`src/rtl/dmem_arb_pkg.sv`:
```
// Shared types and constants for the data-memory arbiter between the CPU and the AES DMA port.
package dmem_arb_pkg;

    typedef enum logic [1:0] {
        eOwnNone,
        eOwnCpu,
        eOwnAes
    } rd_owner_e;

    localparam int STARVE_W = 4;
    localparam int STAT_W   = 16;

endpackage

```
`src/rtl/dmem_arb_if.sv`:
```
// One requester's access channel into the data-memory arbiter; signal suffixes are from the arbiter's side.
interface dmem_arb_if #(
    parameter int ADDR_W = 9,
    parameter int DATA_W = 16
);
    logic              req_v_i;
    logic              we_i;
    logic [ADDR_W-1:0] addr_i;
    logic [DATA_W-1:0] wdata_i;
    logic              ready_o;
    logic              rvalid_o;
    logic [DATA_W-1:0] rdata_o;

    modport master (
        output req_v_i, we_i, addr_i, wdata_i,
        input  ready_o, rvalid_o, rdata_o
    );

    modport slave (
        input  req_v_i, we_i, addr_i, wdata_i,
        output ready_o, rvalid_o, rdata_o
    );
endinterface

```
`src/rtl/dmem_arb_stats.sv`:
```
// Wrapping grant/contention counters for the data-memory arbiter (built only with DMEM_ARB_STATS_EN).
module dmem_arb_stats
    import dmem_arb_pkg::*;
(
    input  logic              clk_i,
    input  logic              reset_n,
    input  logic              cpu_acc_i,
    input  logic              aes_acc_i,
    input  logic              conflict_i,
    output logic [STAT_W-1:0] stat_cpu_grants_o,
    output logic [STAT_W-1:0] stat_aes_grants_o,
    output logic [STAT_W-1:0] stat_conflicts_o
);
    logic [STAT_W-1:0] cpu_cnt_q, aes_cnt_q, conf_cnt_q;
    logic [STAT_W-1:0] cpu_cnt_d, aes_cnt_d, conf_cnt_d;

    always_comb begin
        cpu_cnt_d  = cpu_cnt_q  + STAT_W'(cpu_acc_i);
        aes_cnt_d  = aes_cnt_q  + STAT_W'(aes_acc_i);
        conf_cnt_d = conf_cnt_q + STAT_W'(conflict_i);
    end

    always_ff @(posedge clk_i or negedge reset_n) begin
        if (!reset_n) begin
            cpu_cnt_q  <= '0;
            aes_cnt_q  <= '0;
            conf_cnt_q <= '0;
        end else begin
            cpu_cnt_q  <= cpu_cnt_d;
            aes_cnt_q  <= aes_cnt_d;
            conf_cnt_q <= conf_cnt_d;
        end
    end

    assign stat_cpu_grants_o = cpu_cnt_q;
    assign stat_aes_grants_o = aes_cnt_q;
    assign stat_conflicts_o  = conf_cnt_q;
endmodule

```
`src/rtl/dmem_arbiter.sv`:
```
// Single-port data-memory arbiter: CPU fixed priority with an AES starvation override; routes 1-cycle read data.
// Optional statistics counters are enabled by defining DMEM_ARB_STATS_EN.
module dmem_arbiter
    import dmem_arb_pkg::*;
#(
    parameter int ADDR_W     = 9,
    parameter int DATA_W     = 16,
    parameter int STARVE_MAX = 4
) (
    input  logic              clk_i,
    input  logic              reset_n,
    dmem_arb_if.slave         cpu,
    dmem_arb_if.slave         aes,
    output logic              mem_wen_o,
    output logic [ADDR_W-1:0] mem_addr_o,
    output logic [DATA_W-1:0] mem_d_o,
    input  logic [DATA_W-1:0] mem_q_i
`ifdef DMEM_ARB_STATS_EN
    ,
    output logic [STAT_W-1:0] stat_cpu_grants_o,
    output logic [STAT_W-1:0] stat_aes_grants_o,
    output logic [STAT_W-1:0] stat_conflicts_o
`endif
);
    localparam logic [STARVE_W-1:0] STARVE_LIM = STARVE_W'(STARVE_MAX);

    logic [STARVE_W-1:0] aes_wait_q, aes_wait_d;
    rd_owner_e           rd_owner_q, rd_owner_d;
    logic [ADDR_W-1:0]   mem_addr_q;
    logic [DATA_W-1:0]   cpu_rdata_q, aes_rdata_q;
    logic                starved, cpu_acc, aes_acc;

    // Accepts are gated by reset_n so nothing is granted while reset is held.
    always_comb begin
        starved    = (aes_wait_q == STARVE_LIM);
        aes_acc    = reset_n & aes.req_v_i & (~cpu.req_v_i | starved);
        cpu_acc    = reset_n & cpu.req_v_i & ~aes_acc;

        mem_wen_o  = (cpu_acc & cpu.we_i) | (aes_acc & aes.we_i);
        mem_addr_o = aes_acc ? aes.addr_i : (cpu_acc ? cpu.addr_i : mem_addr_q);
        mem_d_o    = aes_acc ? aes.wdata_i : cpu.wdata_i;

        aes_wait_d = aes_wait_q;
        if (aes_acc)
            aes_wait_d = '0;
        else if (aes.req_v_i && !starved)
            aes_wait_d = aes_wait_q + STARVE_W'(1);

        rd_owner_d = eOwnNone;
        if (cpu_acc && !cpu.we_i)
            rd_owner_d = eOwnCpu;
        else if (aes_acc && !aes.we_i)
            rd_owner_d = eOwnAes;
    end

    assign cpu.ready_o  = cpu_acc;
    assign aes.ready_o  = aes_acc;
    assign cpu.rvalid_o = (rd_owner_q == eOwnCpu);
    assign aes.rvalid_o = (rd_owner_q == eOwnAes);
    // Read data is passed straight through in the return cycle and held afterwards.
    assign cpu.rdata_o  = cpu.rvalid_o ? mem_q_i : cpu_rdata_q;
    assign aes.rdata_o  = aes.rvalid_o ? mem_q_i : aes_rdata_q;

    always_ff @(posedge clk_i or negedge reset_n) begin
        if (!reset_n) begin
            aes_wait_q  <= '0;
            rd_owner_q  <= eOwnNone;
            mem_addr_q  <= '0;
            cpu_rdata_q <= '0;
            aes_rdata_q <= '0;
        end else begin
            aes_wait_q <= aes_wait_d;
            rd_owner_q <= rd_owner_d;
            mem_addr_q <= mem_addr_o;
            if (cpu.rvalid_o)
                cpu_rdata_q <= mem_q_i;
            if (aes.rvalid_o)
                aes_rdata_q <= mem_q_i;
        end
    end

`ifdef DMEM_ARB_STATS_EN
    dmem_arb_stats u_stats (
        .clk_i             (clk_i),
        .reset_n           (reset_n),
        .cpu_acc_i         (cpu_acc),
        .aes_acc_i         (aes_acc),
        .conflict_i        (cpu.req_v_i & aes.req_v_i),
        .stat_cpu_grants_o (stat_cpu_grants_o),
        .stat_aes_grants_o (stat_aes_grants_o),
        .stat_conflicts_o  (stat_conflicts_o)
    );
`endif
endmodule

```
`src/flat_wrapper.sv`:
```
// flat-port wrapper written by rule: the top's interface ports become plain ports
module dmem_arbiter_flat import dmem_arb_pkg::*;
#(
    parameter int ADDR_W     = 9,
    parameter int DATA_W     = 16,
    parameter int STARVE_MAX = 4
)
  (clk_i, reset_n, mem_wen_o, mem_addr_o, mem_d_o, mem_q_i, cpu_req_v_i, cpu_we_i, cpu_addr_i, cpu_wdata_i, cpu_ready_o, cpu_rvalid_o, cpu_rdata_o, aes_req_v_i, aes_we_i, aes_addr_i, aes_wdata_i, aes_ready_o, aes_rvalid_o, aes_rdata_o);
  dmem_arb_if #(.ADDR_W(ADDR_W), .DATA_W(DATA_W)) cpu_i ();
  dmem_arb_if #(.ADDR_W(ADDR_W), .DATA_W(DATA_W)) aes_i ();
  input  logic clk_i;
  input  logic reset_n;
  output logic mem_wen_o;
  output logic [ADDR_W-1:0] mem_addr_o;
  output logic [DATA_W-1:0] mem_d_o;
  input  logic [DATA_W-1:0] mem_q_i;
  input wire logic [$bits(cpu_i.req_v_i)-1:0] cpu_req_v_i;
  input wire logic [$bits(cpu_i.we_i)-1:0] cpu_we_i;
  input wire logic [$bits(cpu_i.addr_i)-1:0] cpu_addr_i;
  input wire logic [$bits(cpu_i.wdata_i)-1:0] cpu_wdata_i;
  output wire logic [$bits(cpu_i.ready_o)-1:0] cpu_ready_o;
  output wire logic [$bits(cpu_i.rvalid_o)-1:0] cpu_rvalid_o;
  output wire logic [$bits(cpu_i.rdata_o)-1:0] cpu_rdata_o;
  input wire logic [$bits(aes_i.req_v_i)-1:0] aes_req_v_i;
  input wire logic [$bits(aes_i.we_i)-1:0] aes_we_i;
  input wire logic [$bits(aes_i.addr_i)-1:0] aes_addr_i;
  input wire logic [$bits(aes_i.wdata_i)-1:0] aes_wdata_i;
  output wire logic [$bits(aes_i.ready_o)-1:0] aes_ready_o;
  output wire logic [$bits(aes_i.rvalid_o)-1:0] aes_rvalid_o;
  output wire logic [$bits(aes_i.rdata_o)-1:0] aes_rdata_o;
  assign cpu_i.req_v_i = cpu_req_v_i;
  assign cpu_i.we_i = cpu_we_i;
  assign cpu_i.addr_i = cpu_addr_i;
  assign cpu_i.wdata_i = cpu_wdata_i;
  assign cpu_ready_o = cpu_i.ready_o;
  assign cpu_rvalid_o = cpu_i.rvalid_o;
  assign cpu_rdata_o = cpu_i.rdata_o;
  assign aes_i.req_v_i = aes_req_v_i;
  assign aes_i.we_i = aes_we_i;
  assign aes_i.addr_i = aes_addr_i;
  assign aes_i.wdata_i = aes_wdata_i;
  assign aes_ready_o = aes_i.ready_o;
  assign aes_rvalid_o = aes_i.rvalid_o;
  assign aes_rdata_o = aes_i.rdata_o;
  dmem_arbiter #(.ADDR_W(ADDR_W), .DATA_W(DATA_W), .STARVE_MAX(STARVE_MAX)) u_core (.clk_i(clk_i), .reset_n(reset_n), .cpu(cpu_i), .aes(aes_i), .mem_wen_o(mem_wen_o), .mem_addr_o(mem_addr_o), .mem_d_o(mem_d_o), .mem_q_i(mem_q_i));
endmodule
```
`config.mk`:
```
export PLATFORM = sky130hd
export DESIGN_NAME = dmem_arbiter_flat
export DESIGN_NICKNAME = d
export VERILOG_FILES = /design/src/rtl/dmem_arb_pkg.sv /design/src/rtl/dmem_arb_if.sv /design/src/rtl/dmem_arb_stats.sv /design/src/rtl/dmem_arbiter.sv /design/src/flat_wrapper.sv
export SDC_FILE = /design/constraint.sdc
export NUM_CORES = 1
export LEC_CHECK = 0
export CORE_UTILIZATION = 37
export CTS_CLUSTER_DIAMETER = 50
export CTS_CLUSTER_SIZE = 28
export DETAILED_ROUTE_END_ITERATION = 10
export GPL_TIMING_DRIVEN = 0
export HOLD_SLACK_MARGIN = 0.03
export MAX_ROUTING_LAYER = met4
export PLACE_DENSITY = 0.9
export SYNTH_ARGS = -nofsm -noshare
export SYNTH_HDL_FRONTEND = slang
export SYNTH_SLANG_ARGS = --single-unit
```
`constraint.sdc`:
```
create_clock -name clk_i -period 2.31 [get_ports clk_i]
set_clock_uncertainty 0.1 [all_clocks]
set_input_delay 0.3465 -clock clk_i [delete_from_list [all_inputs] [get_ports clk_i]]
set_output_delay 0.3465 -clock clk_i [all_outputs]
set_load 0.01 [all_outputs]
```
==> results_dict.tcl <==
set metrics [dict create \
    cts_tree "yes" \
    initial_core_util_pct 39.11 \
    htree_num_levels 2 \
    worst_path_dominant_cell_family "buffers and inverters" \
    core_mm2 0.005608 \
    hold_class "flip-flop to flip-flop" \
    cp.arrival_ns 1.91 \
    critPathBufInv 4 \
    place.gp.congestion 0.8057 \
    syn_inst 154 \
    final_layout_size_suffix_gt1_share_pct 43.04 \
    drc 0 \
    ys_seq_area_share_pct 53.62 \
    synth_top_area_share_pct 53.62 \
    startpoint_type "flip-flop" \
    chipWidth_um 79.00 \
    rsz0062_at_grt "yes" \
    slowest_delay_ns 0.39 \
    p_per_area_mw_per_mm2 766.6 \
    post-route-util_pct 73.56 \
    area_growth_syn_to_layout_pct 88.08 \
    yosys_register_bits 47 \
    overflow 0 \
    tightest_slew_ns 0.9980 \
    ys_types 21 \
    antenna_left 0 \
    fin_nets 389 \
    die_height_um 79.00 \
    p_sw_share_pct 28.53 \
    root_buffer "clkbuf_8" \
    clock_power_share_pct 20.0 \
    wl_um 6337 \
    p_int_mw 2.260 \
    path_max_fanout 7 \
    insertion_delay_ns 0.29 \
    postSynth.asyncResetShare_pct 100.0 \
    required_ns 1.86 \
    dp_hpwl_um 4324 \
    seqPwrFrac_pct 35.8 \
    crit_type "flip-flop to primary output" \
    vias 1889 \
    fin_crit_sh_pct 102.2 \
    grt_pass1_wl_um 9459 \
    vias_per_cell 4.869 \
    clk_path_buf_depth 2 \
    cp-end-kind "primary output" \
    status "complete, but fails checks" \
    grt_max_degree 27 \
    num_antenna_cells 0 \
    wire_per_inst_um 16.33 \
    violations "setup timing" \
    synth_edf_count 0 \
    clkTransAtPathRegs_ns 0.08 \
    p_comb_share_pct 44.2 \
    power.leakage_nw 1.894 \
    maxSlewViolCount 0 \
    layout_min_cycle_time_ns 2.360 \
    final.setup.worst_slack_ns -0.05009 \
    maxSlewHeadroom_pct 33.25 \
    fmax_mhz 423.7 \
    ys_top_cells_by_area "dfrtp_1 54%, mux2_2 34%, buf_6 1.5%" \
    setup_viol 26 \
    slowest_stage "dfrtp_1" \
    ir_drop_mv 0.4600 \
    die_area_mm2 0.006240 \
    p_switching_mw 0.9022 \
    path_cells "inv_2 > ha_4 > nand3b_4 > a21oi_4 > buf_12 > buf_8 > mux2_4 > buf_6" \
    grt_pass1_vias 2055 \
    hold_viol_final 0 \
    maxCapViolations 0 \
    synth.avg_cell_area_um2 14.24 \
    io_pins 134 \
    synth_nets 228 \
    place_worst_setup_slack_ns -0.7444 \
    drt_iter0_drc 48 \
    netlist_area_mm2 0.002193 \
    num_rows 27 \
    nFillCells 404 \
    cts_buffers 5 \
    grt_use_total_pct 20.30 \
    synthFlopType "dfrtp_1" \
    yosysTopAreaCell "dfrtp_1" \
    numPortBuffers 133 \
    clkSinkCount 47 \
    yosysWarnings 0 \
    antenna_found_initial 0 \
    firstDrtPassIters 4 \
]
[through the flow]
step | instances | TNS (ns) | area, µm² | hold WS, ns | total power [mW]
2_1_floorplan | 154 | 0 | 2193 | -0.04909 | 1.703
3_3_place_gp | 359 | -108.04 | 3615 | 0.3771 | 2.361
3_5_place_dp | 360 | -19.34 | 3637 | 0.3019 | 2.421
4_1_cts | 385 | -0.4105 | 3920 | 0.4006 | 3.077
5_1_grt | 388 | -2.482 | 4125 | 0.4158 | 3.332
6_report | 388 | -0.8851 | 4125 | 0.3981 | 3.162
[placed cells by master (no fill, tap or decap), types with 5 or more instances in the layout]
master            n
clkbuf_8          6
dfrtp_1          47
buf_4            13
buf_8             6
a21oi_1           5
clkdlybuf4s50_1  77
buf_6            31
dlygate4sd2_1    26
mux2_2           42
mux2_4           25
[area by class of cell]
| type | instances | area (µm²) | area share [%] |
|---|---|---|---|
| Timing Repair Buffer | 154 | 1572 | 38.10 |
| Sequential cell | 47 | 1176 | 28.51 |
| Multi-Input combinational cell | 94 | 1046 | 25.36 |
| Buffer | 8 | 101.3 | 2.457 |
| Tap cell | 72 | 90.09 | 2.184 |
| Clock buffer | 6 | 82.58 | 2.002 |
| Clock inverter | 2 | 38.79 | 0.9402 |
| Inverter | 5 | 18.77 | 0.4550 |
[synthesized netlist by cell type (2+ instances only)]
master    n
nand3_1   3
nand2_1   3
o21ai_0   2
nor3_1    2
ha_1      2
mux2_2   67
buf_6     3
dfrtp_1  47
buf_2     4
a21oi_1   5
nor2b_1   2
inv_1     5
[final timing paths]
path | startpoint | end | slack [ns] | cells past startpoint
setup / recovery | u_core.aes_wait_q[0]$_DFFE_PN0P_ | mem_addr_o[3] | -0.05 | 8
hold / removal | u_core.aes_rdata_q[10]$_DFF_PN0_ | u_core.aes_rdata_q[10]$_DFF_PN0_ | 0.40 | 1
setup reg to reg | u_core.aes_wait_q[0]$_DFFE_PN0P_ | u_core.mem_addr_q[5]$_DFF_PN0_ | 0.49 | 8
hold reg to reg | u_core.aes_rdata_q[10]$_DFF_PN0_ | u_core.aes_rdata_q[10]$_DFF_PN0_ | 0.40 | 1
max in group asynchronous | reset_n | u_core.mem_addr_q[8]$_DFF_PN0_ | 0.71 | 3
min in group asynchronous | reset_n | u_core.cpu_rdata_q[0]$_DFF_PN0_ | 0.59 | 4
[routing by layer]
metal / track usage (%) / vias to the layer above / part of all wire, %
li1: - / 862 / -
met1: 22.50 / 923 / 40
met2: 36.03 / 94 / 52
met3: 4.483 / 10 / 6.5
met4: 6.727 / 0 / 1.4
met5: - / - / 0
[sequential cells by signal (all words and copies together), names as in the netlist]
register and flops:
u_core.aes_rdata_q 16, u_core.cpu_rdata_q 16, u_core.mem_addr_q 9, u_core.aes_wait_q 4, u_core.rd_owner_q 2
[power by group through the flow]
stage / registers (mW) / logic, mW / clock network [mW]
finish: 1.13 / 1.40 / 0.632
global route: 1.15 / 1.49 / 0.686
CTS: 1.13 / 1.30 / 0.644
global placement: 1.13 / 1.23 / 0
floorplan: 1.12 / 0.581 / 0
detailed placement: 1.15 / 1.27 / 0
[worst register-to-register path, delay by kind of cell (launching register included)]
kind / cells / cell delay [ns]
AO/OA/AOI/OAI: 1 / 0.18
flip-flops: 1 / 0.39
adder cells (fa/ha/maj): 1 / 0.15
multiplexers: 1 / 0.31
AND/OR/NAND/NOR: 1 / 0.10
buffers and inverters: 4 / 0.49
[kinds of logic after synthesis]
kind of cell / share of synthesized area [%]
buffers and inverters: 3.651
muxes: 34.40
DFF: 53.62
and+or+nand+nor: 4.849
AOI/OAI and AO/OA: 2.339
adders and majority gates: 1.141
[repair_timing]
item / in CTS / in global routing
resized for setup: 171 / 41
buffers inserted: 11 / 3
pin swaps: 2 / 2
endpoints found under the setup margin: 54 / 29
hold buffers: 4 / 0
gates cloned: 2 / 0
hold endpoints to repair: 26 / 0
Note: power is estimated with default switching activity, not from simulation.
